**src/rtl/y86_pkg.sv**
```systemverilog
// Shared Y86-64 constants: instruction codes, jXX/cmovXX condition codes,
// and the "no register" destination id.
package y86_pkg;

    localparam logic [3:0] IHALT   = 4'h0;
    localparam logic [3:0] INOP    = 4'h1;
    localparam logic [3:0] ICMOVXX = 4'h2;
    localparam logic [3:0] IIRMOVQ = 4'h3;
    localparam logic [3:0] IRMMOVQ = 4'h4;
    localparam logic [3:0] IMRMOVQ = 4'h5;
    localparam logic [3:0] IOPQ    = 4'h6;
    localparam logic [3:0] IJXX    = 4'h7;

    localparam logic [3:0] C_YES = 4'h0;
    localparam logic [3:0] C_LE  = 4'h1;
    localparam logic [3:0] C_L   = 4'h2;
    localparam logic [3:0] C_E   = 4'h3;
    localparam logic [3:0] C_NE  = 4'h4;
    localparam logic [3:0] C_GE  = 4'h5;
    localparam logic [3:0] C_G   = 4'h6;

    localparam logic [3:0] RNONE = 4'hF;

endpackage

```
**src/rtl/cc_cond_stage_cond_eval.sv**
```systemverilog
// cond_eval: combinational condition evaluator for jXX / cmovXX.
// Ports:
//   ifun  - condition selector (0..6 defined, others evaluate false)
//   zf, sf, of - condition-code flags
//   cnd   - condition result
module cond_eval
    import y86_pkg::*;
(
    input  logic [3:0] ifun,
    input  logic       zf,
    input  logic       sf,
    input  logic       of,
    output logic       cnd
);

    logic lt;

    assign lt = sf ^ of;

    always_comb begin
        cnd = 1'b0;
        case (ifun)
            C_YES:   cnd = 1'b1;
            C_LE:    cnd = lt | zf;
            C_L:     cnd = lt;
            C_E:     cnd = zf;
            C_NE:    cnd = ~zf;
            C_GE:    cnd = ~lt;
            C_G:     cnd = ~lt & ~zf;
            default: cnd = 1'b0;
        endcase
    end

endmodule

```
**src/rtl/cc_cond_stage.sv**
```systemverilog
// cc_cond_stage: execute-stage consumer of flags/valE. Holds the condition
// code register, evaluates Cnd for jXX/cmovXX, gates the cmov destination,
// and registers the E-to-M pipeline fields with stall/bubble control.
// Optional macro COND_PERF_CNT_EN adds saturating jXX taken/not-taken
// counters (jxx_taken_cnt, jxx_nottaken_cnt).
// Ports:
//   clk, rst_n               - clock, async active-low reset
//   e_valid, stall, bubble   - pipeline control (stall > bubble > load)
//   exc_block                - suppresses CC update
//   icode, ifun, valE_in, valA_in, dstE_in, zf_in/sf_in/of_in - execute inputs
//   e_cnd, e_dstE            - combinational Cnd and gated dstE
//   m_*                      - registered E-to-M fields
//   cc_zf, cc_sf, cc_of      - condition-code register
module cc_cond_stage
    import y86_pkg::*;
#(
    parameter int DATA_W = 64,
    parameter int PERF_W = 32
) (
    input  logic              clk,
    input  logic              rst_n,
    input  logic              e_valid,
    input  logic              stall,
    input  logic              bubble,
    input  logic              exc_block,
    input  logic [3:0]        icode,
    input  logic [3:0]        ifun,
    input  logic [DATA_W-1:0] valE_in,
    input  logic [DATA_W-1:0] valA_in,
    input  logic              zf_in,
    input  logic              sf_in,
    input  logic              of_in,
    input  logic [3:0]        dstE_in,
    output logic              e_cnd,
    output logic [3:0]        e_dstE,
    output logic              m_valid,
    output logic [3:0]        m_icode,
    output logic              m_cnd,
    output logic [DATA_W-1:0] m_valE,
    output logic [DATA_W-1:0] m_valA,
    output logic [3:0]        m_dstE,
    output logic              cc_zf,
    output logic              cc_sf,
    output logic              cc_of
`ifdef COND_PERF_CNT_EN
    ,
    output logic [PERF_W-1:0] jxx_taken_cnt,
    output logic [PERF_W-1:0] jxx_nottaken_cnt
`endif
);

    logic              cnd_raw;
    logic              is_cond_op;

    logic [2:0]        cc_q, cc_d;
    logic              m_valid_q, m_valid_d;
    logic [3:0]        m_icode_q, m_icode_d;
    logic              m_cnd_q, m_cnd_d;
    logic [DATA_W-1:0] m_valE_q, m_valE_d;
    logic [DATA_W-1:0] m_valA_q, m_valA_d;
    logic [3:0]        m_dstE_q, m_dstE_d;

    // Cnd comes from the architectural CC, never the flags being produced
    // this cycle; an OPq's flags become visible one edge later.
    cond_eval u_cond_eval (
        .ifun (ifun),
        .zf   (cc_q[2]),
        .sf   (cc_q[1]),
        .of   (cc_q[0]),
        .cnd  (cnd_raw)
    );

    assign is_cond_op = e_valid && ((icode == ICMOVXX) || (icode == IJXX));
    assign e_cnd      = is_cond_op & cnd_raw;
    assign e_dstE     = ((icode == ICMOVXX) && !e_cnd) ? RNONE : dstE_in;

    always_comb begin
        cc_d = cc_q;
        if (e_valid && (icode == IOPQ) && !stall && !exc_block) begin
            cc_d = {zf_in, sf_in, of_in};
        end
    end

    always_comb begin
        m_valid_d = m_valid_q;
        m_icode_d = m_icode_q;
        m_cnd_d   = m_cnd_q;
        m_valE_d  = m_valE_q;
        m_valA_d  = m_valA_q;
        m_dstE_d  = m_dstE_q;
        if (stall) begin
            // hold everything
        end else if (bubble || !e_valid) begin
            m_valid_d = 1'b0;
            m_icode_d = INOP;
            m_cnd_d   = 1'b0;
            m_valE_d  = '0;
            m_valA_d  = '0;
            m_dstE_d  = RNONE;
        end else begin
            m_valid_d = 1'b1;
            m_icode_d = icode;
            m_cnd_d   = e_cnd;
            m_valE_d  = valE_in;
            m_valA_d  = valA_in;
            m_dstE_d  = e_dstE;
        end
    end

    always_ff @(posedge clk or negedge rst_n) begin
        if (!rst_n) begin
            cc_q      <= 3'b100;
            m_valid_q <= 1'b0;
            m_icode_q <= INOP;
            m_cnd_q   <= 1'b0;
            m_valE_q  <= '0;
            m_valA_q  <= '0;
            m_dstE_q  <= RNONE;
        end else begin
            cc_q      <= cc_d;
            m_valid_q <= m_valid_d;
            m_icode_q <= m_icode_d;
            m_cnd_q   <= m_cnd_d;
            m_valE_q  <= m_valE_d;
            m_valA_q  <= m_valA_d;
            m_dstE_q  <= m_dstE_d;
        end
    end

    assign cc_zf   = cc_q[2];
    assign cc_sf   = cc_q[1];
    assign cc_of   = cc_q[0];
    assign m_valid = m_valid_q;
    assign m_icode = m_icode_q;
    assign m_cnd   = m_cnd_q;
    assign m_valE  = m_valE_q;
    assign m_valA  = m_valA_q;
    assign m_dstE  = m_dstE_q;

`ifdef COND_PERF_CNT_EN
    logic              jxx_accept;
    logic [PERF_W-1:0] taken_q, taken_d;
    logic [PERF_W-1:0] nottaken_q, nottaken_d;

    assign jxx_accept = e_valid && (icode == IJXX) && !stall && !bubble;

    // Counters stick at all-ones rather than wrapping.
    always_comb begin
        taken_d    = taken_q;
        nottaken_d = nottaken_q;
        if (jxx_accept) begin
            if (e_cnd) begin
                if (taken_q != '1) taken_d = taken_q + 1'b1;
            end else begin
                if (nottaken_q != '1) nottaken_d = nottaken_q + 1'b1;
            end
        end
    end

    always_ff @(posedge clk or negedge rst_n) begin
        if (!rst_n) begin
            taken_q    <= '0;
            nottaken_q <= '0;
        end else begin
            taken_q    <= taken_d;
            nottaken_q <= nottaken_d;
        end
    end

    assign jxx_taken_cnt    = taken_q;
    assign jxx_nottaken_cnt = nottaken_q;
`endif

endmodule

```
**config.mk**
```make
export PLATFORM = sky130hd
export DESIGN_NAME = cc_cond_stage
export DESIGN_NICKNAME = d
export VERILOG_FILES = /design/src/rtl/y86_pkg.sv /design/src/rtl/cc_cond_stage_cond_eval.sv /design/src/rtl/cc_cond_stage.sv
export SDC_FILE = /design/constraint.sdc
export NUM_CORES = 1
export LEC_CHECK = 0
export ABC_CLOCK_PERIOD_IN_PS = 1400
export CORE_MARGIN = 1
export CORE_UTILIZATION = 35
export CTS_CLUSTER_SIZE = 16
export DETAILED_ROUTE_END_ITERATION = 6
export MAX_ROUTING_LAYER = met4
export PLACE_DENSITY = 0.84
export SYNTH_ARGS = -nofsm -noshare
export SYNTH_HDL_FRONTEND = slang
export SYNTH_SLANG_ARGS = --single-unit
```
**constraint.sdc**
```tcl
create_clock -name clk -period 1.4 [get_ports clk]
set_input_delay 0.35 -clock clk [delete_from_list [all_inputs] [get_ports clk]]
set_output_delay 0.35 -clock clk [all_outputs]
set_load 0.01 [all_outputs]
```
* After elaboration in Yosys (flattened, before gate mapping)
Cells that the tools add are included.
Storage, ports and cells: input port bits 149, bits in read-only memories 0, bits in latches 0, output and inout bits 146, flip-flop bits (word level) 141, memories kept 0, RAM bits 0
Cells by class: bitwise logic cells 6, reduce and logical (&&, ||, !) cells 12, $add $sub $neg 0, eq/ne operators 9, multiply operators 0, $lt $le $gt $ge 0, muxes and demuxes 8, div/mod/pow operators 0, shift-type cells 0
Operators by type and width (count):
- 64-bit 2-to-1 mux | 2
- 4-bit by 3-bit equality test with 1-bit output (second input constant) | 5
- 4-bit by 2-bit equality test with 1-bit output (second input constant) | 3
- 4-bit 2-to-1 mux | 3
- 1-bit case mux with 7 select lines | 1
- 1-bit logical AND | 5
- 4-bit by 1-bit equality test with 1-bit output (second input constant) | 1
- 1-bit zero test | 4
- 4-bit zero test | 1
- 1-bit bitwise AND | 2
- 1-bit logical OR | 2
- 1-bit 2-to-1 mux | 2
- 1-bit inverter | 2
- 1-bit OR | 1
- 1-bit XOR | 1

* Logic depth before layout (Yosys ltp)
Gate-level depths: netlist of run 1.
word-level depth 9, depth in mapped cells 5

* Cells and area by module
From an unflattened synthesis of run 1, not the netlist that was laid out.
Unflattened totals: cells, all modules 338, area total of the unflattened synthesis 5119.9 µm²
By module, submodules not included:
- cc_cond_stage | times used 1, sequential area each 3535.9 µm², area each 5038.6 µm², cells an instance 328
- cond_eval | times used 1, sequential area each 0.0 µm², area each 81.3 µm², cells an instance 10

* Worst setup path after synthesis of run 1
OpenSTA, ideal clock, no wires.
kind register to output, start register cc_q[2], end output e_cnd, data required time 1.050 ns, cell stages (with the launch flop) 5, arrival 1.257 ns, setup slack -0.207 ns, buffers on the path 0, cell sequence dfstp_2 nand2b_1 o211ai_1 a21oi_2 and2_1
On the way: cells in the longest elaborated chain, start to end 4, elaborated cells between the ends (all ways) 5, those cells by class mux (1); bitwise (4)
RTL lines:
- start: declaration | line cc_cond_stage.sv:55 | logic [2:0] cc_q, cc_d;
- start signal: assignment | line cc_cond_stage.sv:112 | cc_q <= 3'b100;
- start signal: assignment | line cc_cond_stage.sv:120 | cc_q <= cc_d;
- 1-bit inverter | line cc_cond_stage_cond_eval.sv:27, cc_cond_stage_cond_eval.sv:29
- 1-bit bitwise AND | line cc_cond_stage_cond_eval.sv:29 | C_G: cnd = ~lt & ~zf;
- 1-bit case mux with 7 select lines (*) | line cc_cond_stage_cond_eval.sv:22 | case (ifun)
- 1-bit bitwise AND (*) | line cc_cond_stage.sv:74 | assign e_cnd = is_cond_op & cnd_raw;
- end: declaration | line cc_cond_stage.sv:34 | output logic e_cnd,
Mark *: on every way between the ends. The rest lies on a longest branch, timed or not.

* Final worst setup path of run 1
start register cc_q[2], end output e_dstE[2]
On the way: cells in the longest elaborated chain, start to end 7, elaborated cells between the ends (all ways) 8, those cells by class mux (2); bitwise (4); reduce/logical (2)
RTL lines:
- 1-bit inverter | line cc_cond_stage_cond_eval.sv:27, cc_cond_stage_cond_eval.sv:29
- 1-bit bitwise AND | line cc_cond_stage_cond_eval.sv:29
- 1-bit case mux with 7 select lines (*) | line cc_cond_stage_cond_eval.sv:22
- 1-bit bitwise AND (*) | line cc_cond_stage.sv:74
- 1-bit zero test (*) | line cc_cond_stage.sv:75 | assign e_dstE = ((icode == ICMOVXX) && !e_cnd) ? RNONE : dstE_in;
- 1-bit logical AND (*) | line cc_cond_stage.sv:75
- 4-bit 2-to-1 mux (*) | line cc_cond_stage.sv:75
- end: declaration | line cc_cond_stage.sv:35 | output logic [3:0] e_dstE,
Marked as above.

==> results of run 1 <==
## cells in the mapped netlist
cell	number
a21oi_1	9
a21oi_2	1
a22o_1	131
a31oi_1	4
a32o_1	1
and2_1	1
and4bb_2	1
buf_2	7
buf_4	1
buf_6	8
clkbuf_1	13
clkbuf_2	1
dfrtp_1	135
dfstp_2	6
inv_1	3
mux2_2	3
nand2_1	3
nand2b_1	2
nand3b_1	1
nand4_1	1
nor2_1	8
nor2b_1	3
nor3b_1	1
nor3b_2	1
o211ai_1	1
o21ai_1	1
o22a_1	1
o31a_1	1
o32ai_1	4
xnor2_1	2
## power groups by stage
stage / combinational (mW) / sequential (mW) / clock [mW]
global placement: 1.66 / 4.52 / 0
CTS: 1.63 / 4.47 / 4.52
finish: 1.60 / 4.47 / 4.46
detailed placement: 1.69 / 4.53 / 0
floorplan: 0.392 / 4.63 / 0
global route: 1.71 / 4.49 / 4.76
## cells by family after synthesis
group	synth area share, %
multiplexers	0.6482
XOR/XNOR	0.3362
AND/OR/NAND/NOR	2.401
buffers and inverters	3.794
flip-flops	67.85
AO/OA/AOI/OAI	24.97
## metrics by stage
stage               setup TNS [ns]  utilization (%)  area [um2]
global route                -5.397            60.58        8805
finish                      -4.432            60.58        8805
floorplan                  -0.8439                -        5214
CTS                         -4.051            63.33        9204
global placement            -49.25            58.94        8566
detailed placement          -55.06            58.94        8566
## area by class of cell
type                    instances  area [um2]  area share [%]
clock inverters                10       112.6           1.279
multi-input cells             181        1556           17.68
inverters                       3       11.26          0.1279
well taps                     184       230.2           2.615
flip-flops and latches        141        3536           40.16
repair buffers                353        2878           32.68
clock buffers                  21       480.5           5.457
## repair_timing
| item | in CTS | in global routing |
|---|---|---|
| hold endpoints to repair | 30 | 0 |
| cloned | 0 | 2 |
| endpoints found under the setup margin | 151 | 169 |
| buffers inserted | 7 | 13 |
| gates resized for setup | 437 | 114 |
| pin swaps | 5 | 5 |
| hold buffers | 1 | 0 |
## final timing paths
kind / start / end / slack [ns] / depth (start not counted)
min in group asynchronous: rst_n / m_valE[21] / 0.42 / 2
setup / recovery: cc_q[2] / e_dstE[2] / -0.74 / 7
max in group asynchronous: rst_n / m_dstE[0] / 0.40 / 3
hold / removal: stall / m_icode[0] / 0.34 / 3
setup reg to reg: cc_q[2] / m_cnd / -0.15 / 7
hold reg to reg: m_valid / m_valid / 0.49 / 2
## routing by layer
layer,track usage (%),part of all wire (%),routed length (um),up-vias
met1,22.49,39,6643,2296
met4,8.408,2.6,442,0
met5,-,0,0,-
met3,6.319,7.1,1217,40
met2,36.49,51,8792,227
li1,-,-,-,2053
## worst max-delay path, stage by stage (launching register included)
cell and delay [ns]:
dfstp_2 0.55, nand2b_4 0.14, o211ai_1 0.11, a21oi_2 0.15
buf_4 0.15, buf_6 0.10, a21oi_2 0.05, buf_2 0.14
## flip-flops by register name, indices dropped and copies added, names as in the netlist
register,flops
m_valA,64
m_valE,64
m_dstE,4
m_icode,4
cc_q,3
m_cnd,1
m_valid,1
==> impl.org, run 1 <==
** Pwr
- Maximum ir drop on the vdd rail :: 0.8706 mV
- The design draws 10.52 mW.
- P_int :: 8.024 mW
- Cell area power density :: 1194 mW/mm2
- Share of power burned in registers :: 42.5%
- In this run the power spent charging and discharging nets is 2.493 mW.
- Part of the total power dissipated in the clock network :: 42.4%
- Of the total power, the share spent switching nets is 23.70%.
- Per report_power, the combinational group accounts for 15.2% of the total.
- In this run the static leakage power is 4.437 nW.

** Layout
- Counting the fill cells in the layout gives 1157.
- The repair_antennas step left the layout with diodes totalling 0.
- From synthesis to final layout, the design area changed by 68.96%.
- Count of placed standard cells in the final layout, fillers left out :: 893
- Final nets :: 846
- Share of final-layout standard cells stronger than drive strength 1 :: 36.81%
- The library cell used most frequently in the layout, excluding fill and tap cells, is clkdlybuf4s50_1.
- Leaving out fill and tap cells, the most frequent cells in the layout are 140 x clkdlybuf4s50_1, 135 x dfrtp_1, 131 x a22o_1.

** Detailed routing
- In the routed layout, each cell is associated on average with a via count of 5.169.
- Via Count :: 4616
- Detailed Route WL :: 17100 um
- In the final routed layout, each cell accounts on average for 19.14 um.
- The first detailed-routing pass took 4 iterations.
- In this run the remaining antenna-violating nets after routing total 0.
- DRC :: 0
- The first routing iteration left 190 violations.

** CTS
- Clock H-tree levels :: 4
- Clock-pin slew on the worst setup and hold paths :: 0.06 ns
- Total clock sinks :: 141
- Latest clock arrival within the worst-skew pair :: 0.41 ns
- TritonCTS built the clock tree.
- The clock passes through at most 2 buffers.
- Number of clock buffers inserted by TritonCTS :: 17
- Root Buffer :: clkbuf_16

** Synthesis
- By area the synthesized netlist is led by dfrtp_1 65%, a22o_1 22%, dfstp_2 3.0%.
- Synthesized netlist cell count :: 355
- The synthesized design spends more area on one cell type than any other, namely dfrtp_1.
- Number of different library cells in the post-synthesis netlist :: 30
- Post-synth net total :: 504
- Post-Syn Area :: 0.005211 mm2
- Synth Register Bits :: 141
- Area share of the largest cell type after synthesis :: 64.83%
- The average instance in the mapped netlist occupies 14.68 um2.
- Sequential share of the synthesized area :: 67.85%
- Synth warnings :: 0

** Place
- The wire-length estimate of the detail-placed layout is 11700 um.
- OpenSTA, run right after detailed placement, puts the worst setup slack at -1.090 ns.
- Counting tap cells, the placed design contains a total of 841 instances.
- Placer Congestion :: 0.8375
- In this run the tool buffered the top-level ports with 294 buffer cells.

** Setup path
- Of all nets on the critical path, the largest fanout is 3.
- At the worst endpoint, the arrival time is 1.79 ns.
- For the worst setup path, the data required time is 1.05 ns.
- Crit path kind :: reg2out
- Crit path capture type :: output port
- Category of the worst setup path launch point :: flip-flop

** GRT
- The number of antenna violations at the first check in global routing is 0.
- The first global-routing pass estimated 23480 um of wire.
- The total overflow left after global routing is 0.
- Entering global routing, the biggest net connects 51 pins.
- Number of global-route vias before repair :: 4655
- Global routing used 21.07% of the available tracks across all layers.

** Floorplanning
- Initial standard-cell utilization of the core :: 35.86%
- The floorplan step set the die width to 124.0 um.
- Area of the core :: 0.01453 mm2
- The die is 124.0 um tall.
- The floorplan step defined a die boundary enclosing 0.01538 mm2.
- In this run the core area contains 44 standard-cell rows.
- I/O pin cnt :: 295

** Timing
- Subtracting the final worst setup slack from the clock period gives 2.138 ns.
- Max Fclk :: 0.4677 GHz
- Between clock sinks in the finished design, the worst skew comes to 0.002842 ns.
- Final setup fails :: 18
- Setup slack on the critical path of the routed design comes to -0.7382 ns.
- The number of hold violations in the final report was 0.
- Normalized max-slew margin :: 73.84%
- Number of max-slew violations in the final report :: 0
- Setup repair after global routing could not meet its margin everywhere.
- For the pin with the worst max-slew slack, the measured transition is 0.3924 ns.
- The tightest hold path in the finished design has a slack of 0.3442 ns.
- After layout, the worst path uses 152.7% of the clock period.

** Status
- Failing checks :: setup timing
- The run finished, with violations left.

** Worst hold path
- The worst hold path belongs to the class in2reg.

** Job
- Max-cap violations :: 0
Power figures use the tool's default switching activity.
==> run 2, diff against run 1 <==
--- a/config.mk
+++ b/config.mk
@@ -9,3 +9,3 @@
 export CORE_MARGIN = 1
-export CORE_UTILIZATION = 35
+export CORE_UTILIZATION = 25
 export CTS_CLUSTER_SIZE = 16
@@ -13,3 +13,3 @@
 export MAX_ROUTING_LAYER = met4
-export PLACE_DENSITY = 0.84
+export PLACE_DENSITY = 0.66
 export SYNTH_ARGS = -nofsm -noshare
==> constraint.sdc (replaced) <==
create_clock -name clk -period 1.4 [get_ports clk]
set_input_delay 0.21 -clock clk [delete_from_list [all_inputs] [get_ports clk]]
set_output_delay 0.21 -clock clk [all_outputs]
set_load 0.01 [all_outputs]
==> run 2 against run 1 <==
Effect of this change: the flow still finishes with violations (setup timing); first-iteration DRC count is 10% lower; core utilization fell by 16 points; non-clock buffer count down 28; wire length down 6.2%; combinational power decreased by 5%; critical endpoint is now e_dstE[3]; critical path type unchanged; register-to-register slack gained 0.04 ns.
==> impl.org, run 2 (same netlist as run 1, synthesis figures left out) <==
** Floorplanning
- I/O pin cnt :: 295
- The floorplan has 52 rows.
- The die covers 0.02143 mm2.
- Width of the die :: 146.4 um
- Height of the die :: 146.4 um
- For this configuration, the core starts out at a cell density of 25.59%.
- Area of the core :: 0.02036 mm2

** Layout
- Growth of design area from synthesis to finish :: 74.24%
- In the final layout, the share of cells above drive strength 1 is 13.22%.
- Final nets :: 818
- Commonest cells after routing, fill and taps aside :: 146 x clkdlybuf4s50_1, 135 x dfrtp_1, 134 x dlygate4sd2_1
- Area of all placed cells without fillers :: 0.009080 mm2
- The library cell used most frequently in the layout, excluding fill and tap cells, is clkdlybuf4s50_1.
- The repair_antennas step left the layout with diodes totalling 0.

** Detailed routing
- Drt via density :: 4.585
- The count of nets left with antenna violations once routing finished came out at 0.
- The first TritonRoute pass finished after 4 iterations.
- Routed wire length per instance :: 16.87 um
- The first routing iteration left 171 violations.
- After detailed routing, the number of remaining DRC violations is 0.
- Detailed Route WL :: 16040 um
- The routed layout has 4360 vias.

** Worst hold path
- Class of the most critical hold timing path :: in2async

** Setup path
- Reg-to-Reg Start :: cc_q[2]
- The setup check on the worst reg-to-reg path leaves a slack of -0.11 ns.
- Counting stages on the worst path, the most repeated cell is a21oi_1.
- Critical-path maximum fanout :: 4
- Worst endpoint required time :: 1.19 ns
- Cells on worst reg2reg path :: 6
- Data arrival time of the critical path :: 1.71 ns
- The slowest stage of the critical path belongs to the cell dfstp_2.
- Crit path kind :: reg2out
- Crit path capture type :: output port
- Critical register-to-register path endpoint :: m_cnd
- Top Family by Delay on Critical Path :: flip-flops
- Worst path max stage delay :: 0.55 ns
- Together, buffers and inverters on the worst path number 3.
- STA classifies the critical path startpoint as a flip-flop.
- Ordered cell list for the critical path :: buf_4, o31a_1, buf_6, a21oi_1, a21oi_1, buf_2

** Timing
- Dividing the final minimum period by the clock period gives 137.1%.
- Setup repair after global routing could not meet its margin everywhere.
- The max-slew violation count came to 0.
- Worst-case setup margin in the final layout :: -0.5197 ns
- Final setup fails :: 6
- Final period demand of the worst path :: 1.920 ns
- The number of hold violations in the final report was 0.
- Min Hold Slack :: 0.2596 ns
- Max Fclk :: 0.5209 GHz
- In this run the tightest slew margin relative to its limit is 70.06%.
- Across the routed clock network, the largest skew measured is 0.004340 ns.
- Transition time at the pin with the least slew margin :: 0.4491 ns

** Place
- In this run the cell area measured after placement is 0.008578 mm2.
- The HPWL after detailed placement is 11570 um.
- Placer Congestion :: 0.8107
- Buffers placed on the I/O ports in this run total 294.

** Status
- The checks that failed: setup timing.
- Result of the run :: finished with violations

** GRT
- Largest net degree at the start of global routing :: 103
- The first global-routing pass estimated 25300 um of wire.
- Initial antenna violation count :: 0
- Summed over all layers, the global routing overflow is 0.
- Number of global-route vias before repair :: 4574
- Combined global-route utilization of all metal layers :: 15.65%

** Pwr
- Comb power frac :: 13.7%
- The worst-case IR drop observed on VDD is 0.6547 mV.
- The clock network burns 46.1% of the power.
- For this design the ratio of total power to cell area is 1219 mW/mm2.
- Sw frac :: 22.70%
- In this run the power spent charging and discharging nets is 2.512 mW.
- P_int :: 8.554 mW
- Share of power burned in registers :: 40.2%
- Summed over all cells, the static leakage comes to 4.595 nW.

** CTS
- CTS saw 141 sinks.
- Clock-pin slew on the worst setup and hold paths :: 0.06 ns
- CTS placed an instance of clkbuf_16 at the clock tree root.
- Number of clock buffers inserted by TritonCTS :: 17
- TritonCTS clock tree :: done
- The longest clock path from root to sink contains 2 buffers.
- Clock H-tree levels :: 4
- The clock reaches the later pin of the worst-skew pair after 0.41 ns.

** Job
- Max-cap violations in this run came to 0.
## run 2: changes by cell type in the layout (fill, tap and decap cells not counted), moves of 3 or more
| cell | before | now |
|---|---|---|
| clkbuf_8 | 4 | 0 |
| clkdlybuf4s15_2 | 3 | 0 |
| buf_6 | 17 | 3 |
| a21oi_2 | 6 | 1 |
| buf_4 | 44 | 25 |
| buf_2 | 69 | 11 |
| a21oi_1 | 4 | 9 |
| clkinv_2 | 4 | 0 |
| clkdlybuf4s50_1 | 140 | 146 |
| clkbuf_2 | 63 | 0 |
| dlygate4sd2_1 | 4 | 134 |
| bufinv_16 | 2 | 6 |
## run 2: power by group through the flow
stage / combinational (mW) / sequential (mW) / clock, mW
finish: 1.52 / 4.45 / 5.10
global route: 1.63 / 4.48 / 5.45
CTS: 1.54 / 4.45 / 5.26
detailed placement: 1.68 / 4.53 / 0
global placement: 1.66 / 4.52 / 0
floorplan: 0.392 / 4.63 / 0
## run 2: layer usage
layer  GRT usage, %  wire, um
met5              -         0
met2          25.10      7960
met3          3.844       779
met1          18.97      6888
met4          6.042       411
## run 2: area by class of cell
class                   count  area [um2]
fillers                  1854       11280
repair buffers            325        3022
well taps                 270       337.8
flip-flops and latches    141        3536
multi-input cells         181        1506
inverters                   3       11.26
clock inverters            13       237.7
clock buffers              18       429.2
## run 2: stage by stage
stage	worst slack, ns	setup TNS [ns]	instances	utilization (%)	total power [mW]
2_1_floorplan	-0.06322	-0.1439	355	-	5.019
3_3_place_gp	-0.8259	-38.34	916	42.12	6.183
3_5_place_dp	-0.8879	-44.09	916	42.12	6.210
4_1_cts	-0.5221	-2.687	951	44.61	11.25
5_1_grt	-0.6003	-3.322	951	44.59	11.56
6_report	-0.5197	-2.639	951	44.59	11.07
## run 2: timing repair
item / 4_1_cts / 5_1_grt
buffers inserted: 4 / 0
gates resized for setup: 183 / 4
pin swaps: 3 / 1
setup endpoints to repair: 147 / 15
hold buffers: 1 / 0
hold endpoints to repair: 25 / 0
## run 2: worst max path at each step
stage,startpoint,cells past startpoint,end,slack (ns)
2_1_floorplan,cc_q[2],4,e_cnd,-0.06
3_3_place_gp,icode[3],6,e_cnd,-0.83
3_5_place_dp,icode[3],6,e_cnd,-0.89
4_1_cts,cc_q[2],6,e_dstE[1],-0.52
5_1_grt,cc_q[2],6,e_dstE[3],-0.60
6_report,cc_q[2],6,e_dstE[3],-0.52
==> run 3, diff against run 2 <==
SKIP_LAST_GASP = 1   (was not set)
==> run 3 against run 2 <==
Effect of this change: the run still ends with setup timing left; non-clock buffer count unchanged; final cell count is the same; sequential power hardly changed; total power is the same; worst hold slack barely moved; via count is essentially flat; global-route usage barely moved; sequential share of layout area is the same; largest cell class unchanged; highest routed layer unchanged.
==> impl.org, run 3 (same netlist as run 1, synthesis figures left out) <==
** Status
- The flow ran to the end, but the final reports show violations.
- Failing checks :: setup timing

** Worst hold path
- Class of the most critical hold timing path :: in2async

** Detailed routing
- Via Count :: 4361
- Number of DRC markers after the initial detailed-route iteration :: 170
- Length of the first detailed-routing pass in iterations :: 4
- Drt via density :: 4.586
- Wl on met1 :: 6870 um
- Wires add up to 16030 um.
- Highest layer used for signal routing :: met4
- Detailed routing placed a total of 792 um of wire on met3.
- DRC :: 0
- Routed wire length per instance :: 16.86 um
- Met2 wire length :: 7968 um
- Remaining number of nets flagged by the antenna check after routing :: 0

** Layout
- Final nets :: 818
- Counting the fill cells in the layout gives 1854.
- Area of all placed cells without fillers :: 0.009080 mm2
- Count of placed standard cells in the final layout, fillers left out :: 951
- Final standard cell utilization of the core :: 44.59%
- The number of antenna diodes in the final layout is 0.
- Commonest cells after routing, fill and taps aside :: 146 x clkdlybuf4s50_1, 135 x dfrtp_1, 134 x dlygate4sd2_1
- In the final layout, the multi-input gates occupy 0.001506 mm2.
- Leaving out fill and tap cells, the most frequent cell in the layout is clkdlybuf4s50_1.
- Share of final-layout standard cells stronger than drive strength 1 :: 13.22%
- In the final layout, flip-flops and latches occupy 0.003536 mm2.
- Growth of design area from synthesis to finish :: 74.24%

** GRT
- Combined global-route utilization of all metal layers :: 15.64%
- The first global-routing pass estimated 25290 um of wire.
- Number of global-route vias before repair :: 4574
- Entering global routing, the biggest net connects 103 pins.
- Initial antenna violation count :: 0
- After global routing the overflow that remains totals 0.

** Place
- Inst Count DP :: 916
- Dpl cell area :: 0.008578 mm2
- At the end of routability-driven placement, the weighted congestion stood at 0.8107.
- Number of buffers added on ports :: 294
- Detailed placement ended at an HPWL of 11570 um.

** Pwr
- The analysis attributes to cell leakage a power of 4.595 nW.
- In this run the power density over the cells is 1219 mW/mm2.
- Maximum ir drop on the vdd rail :: 0.6545 mV

** Job
- Max-cap violations :: 0

** Floorplanning
- Height of the die :: 146.4 um
- Initial standard-cell utilization of the core :: 25.59%
- 295 I/O pins were placed.
- Width of the die :: 146.4 um
- Row Count :: 52
- The floorplan step defined a die boundary enclosing 0.02143 mm2.
- Area of the core :: 0.02036 mm2

** Timing
- Final setup fails :: 6
- Number of max-slew violations in the final report :: 0
- After layout, the worst setup slack is -0.5193 ns.
- Normalized max-slew margin :: 70.06%
- Maximum clock skew at final layout :: 0.004379 ns
- Final period demand of the worst path :: 1.919 ns
- RSZ-0062 raised after global routing :: true
- The final critical path takes up 137.1% of the cycle.
- Max Fclk :: 0.5210 GHz
- The number of hold violations in the final report came to 0.
- Across all hold checks on the routed design, the worst slack comes to 0.2596 ns.
- Transition time at the pin with the least slew margin :: 0.4492 ns

** Setup path
- STA classifies the critical path endpoint as an output port.
- Along the worst path, the maximum fanout reaches 4.
- STA classifies the critical path startpoint as a flip-flop.
- At the worst endpoint, the required time is 1.19 ns.
- Data arrives at the worst endpoint at 1.71 ns.
- Crit path kind :: reg2out

** CTS
- Root Buffer :: clkbuf_16
- Maximum clock insertion buffer count :: 2
- Latest clock arrival within the worst-skew pair :: 0.41 ns
- Clock-pin slew on the worst setup and hold paths :: 0.06 ns
- For this design, the sink count on the clock tree is 141.
- CTS built an H-tree with a depth of 4.
- TritonCTS built the clock tree.
- Number of clock buffers inserted by TritonCTS :: 17
==> run 3: cell count changes in the layout (fill, tap and decap cells not counted), sizes merged <==
| cell | delta |
|---|---|
| buf | -1 |
| clkbuf | +1 |
==> run 3: metal layers <==
metal | global-route usage [%] | up-vias
li1 | - | 2005
met1 | 18.93 | 2153
met2 | 25.12 | 177
met3 | 3.875 | 26
met4 | 5.990 | 0
met5 | - | -
==> run 3: path summary, 6_finish.rpt <==
| kind | from | end | slack [ns] | depth (start not counted) |
|---|---|---|---|---|
| max | cc_q[2] | e_dstE[3] | -0.52 | 6 |
| min | rst_n | m_valE[2] | 0.26 | 2 |
| max reg2reg | cc_q[2] | m_cnd | -0.11 | 6 |
| min reg2reg | m_valid | m_valid | 0.49 | 2 |
| max in group asynchronous | rst_n | m_valA[38] | 0.54 | 3 |
| min in group clk | stall | m_icode[0] | 0.28 | 3 |
==> run 3: final cells by class <==
class / instances / share of cell area [%]
clock buffers: 18 / 4.726
clock inverters: 13 / 2.618
inverters: 3 / 0.1240
multi-input cells: 181 / 16.59
flip-flops and latches: 141 / 38.94
well taps: 270 / 3.721
repair buffers: 325 / 33.28
==> run 3: per-stage QoR <==
step                setup slack (ns)  TNS (ns)  total power [mW]
finish                       -0.5193    -2.639             11.07
CTS                          -0.5221    -2.761             11.25
floorplan                   -0.06322   -0.1439             5.019
detailed placement           -0.8879    -44.09             6.210
global placement             -0.8259    -38.34             6.183
global route                 -0.6003    -3.322             11.56
==> run 3: timing repair <==
action | 4_1_cts | 5_1_grt
hold buffers | 1 | 0
buffers inserted | 4 | 0
resized for setup | 180 | 6
endpoints found under the setup margin | 147 | 16
hold endpoints to repair | 25 | 0
pin swaps | 3 | 1
==> run 3: where the power goes <==
group	total, mW	internal (mW)	switching (mW)
Clock	5.10	3.35	1.75
Sequential	4.45	4.32	0.135
Combinational	1.52	0.888	0.629
Total	11.1	8.55	2.51
==> run 3: worst max-delay path, cell delays in order, from the launching register on <==
cell	delay [ns]
dfstp_2	0.55
buf_4	0.12
o31a_1	0.15
buf_6	0.11
a21oi_1	0.06
a21oi_1	0.15
buf_2	0.16
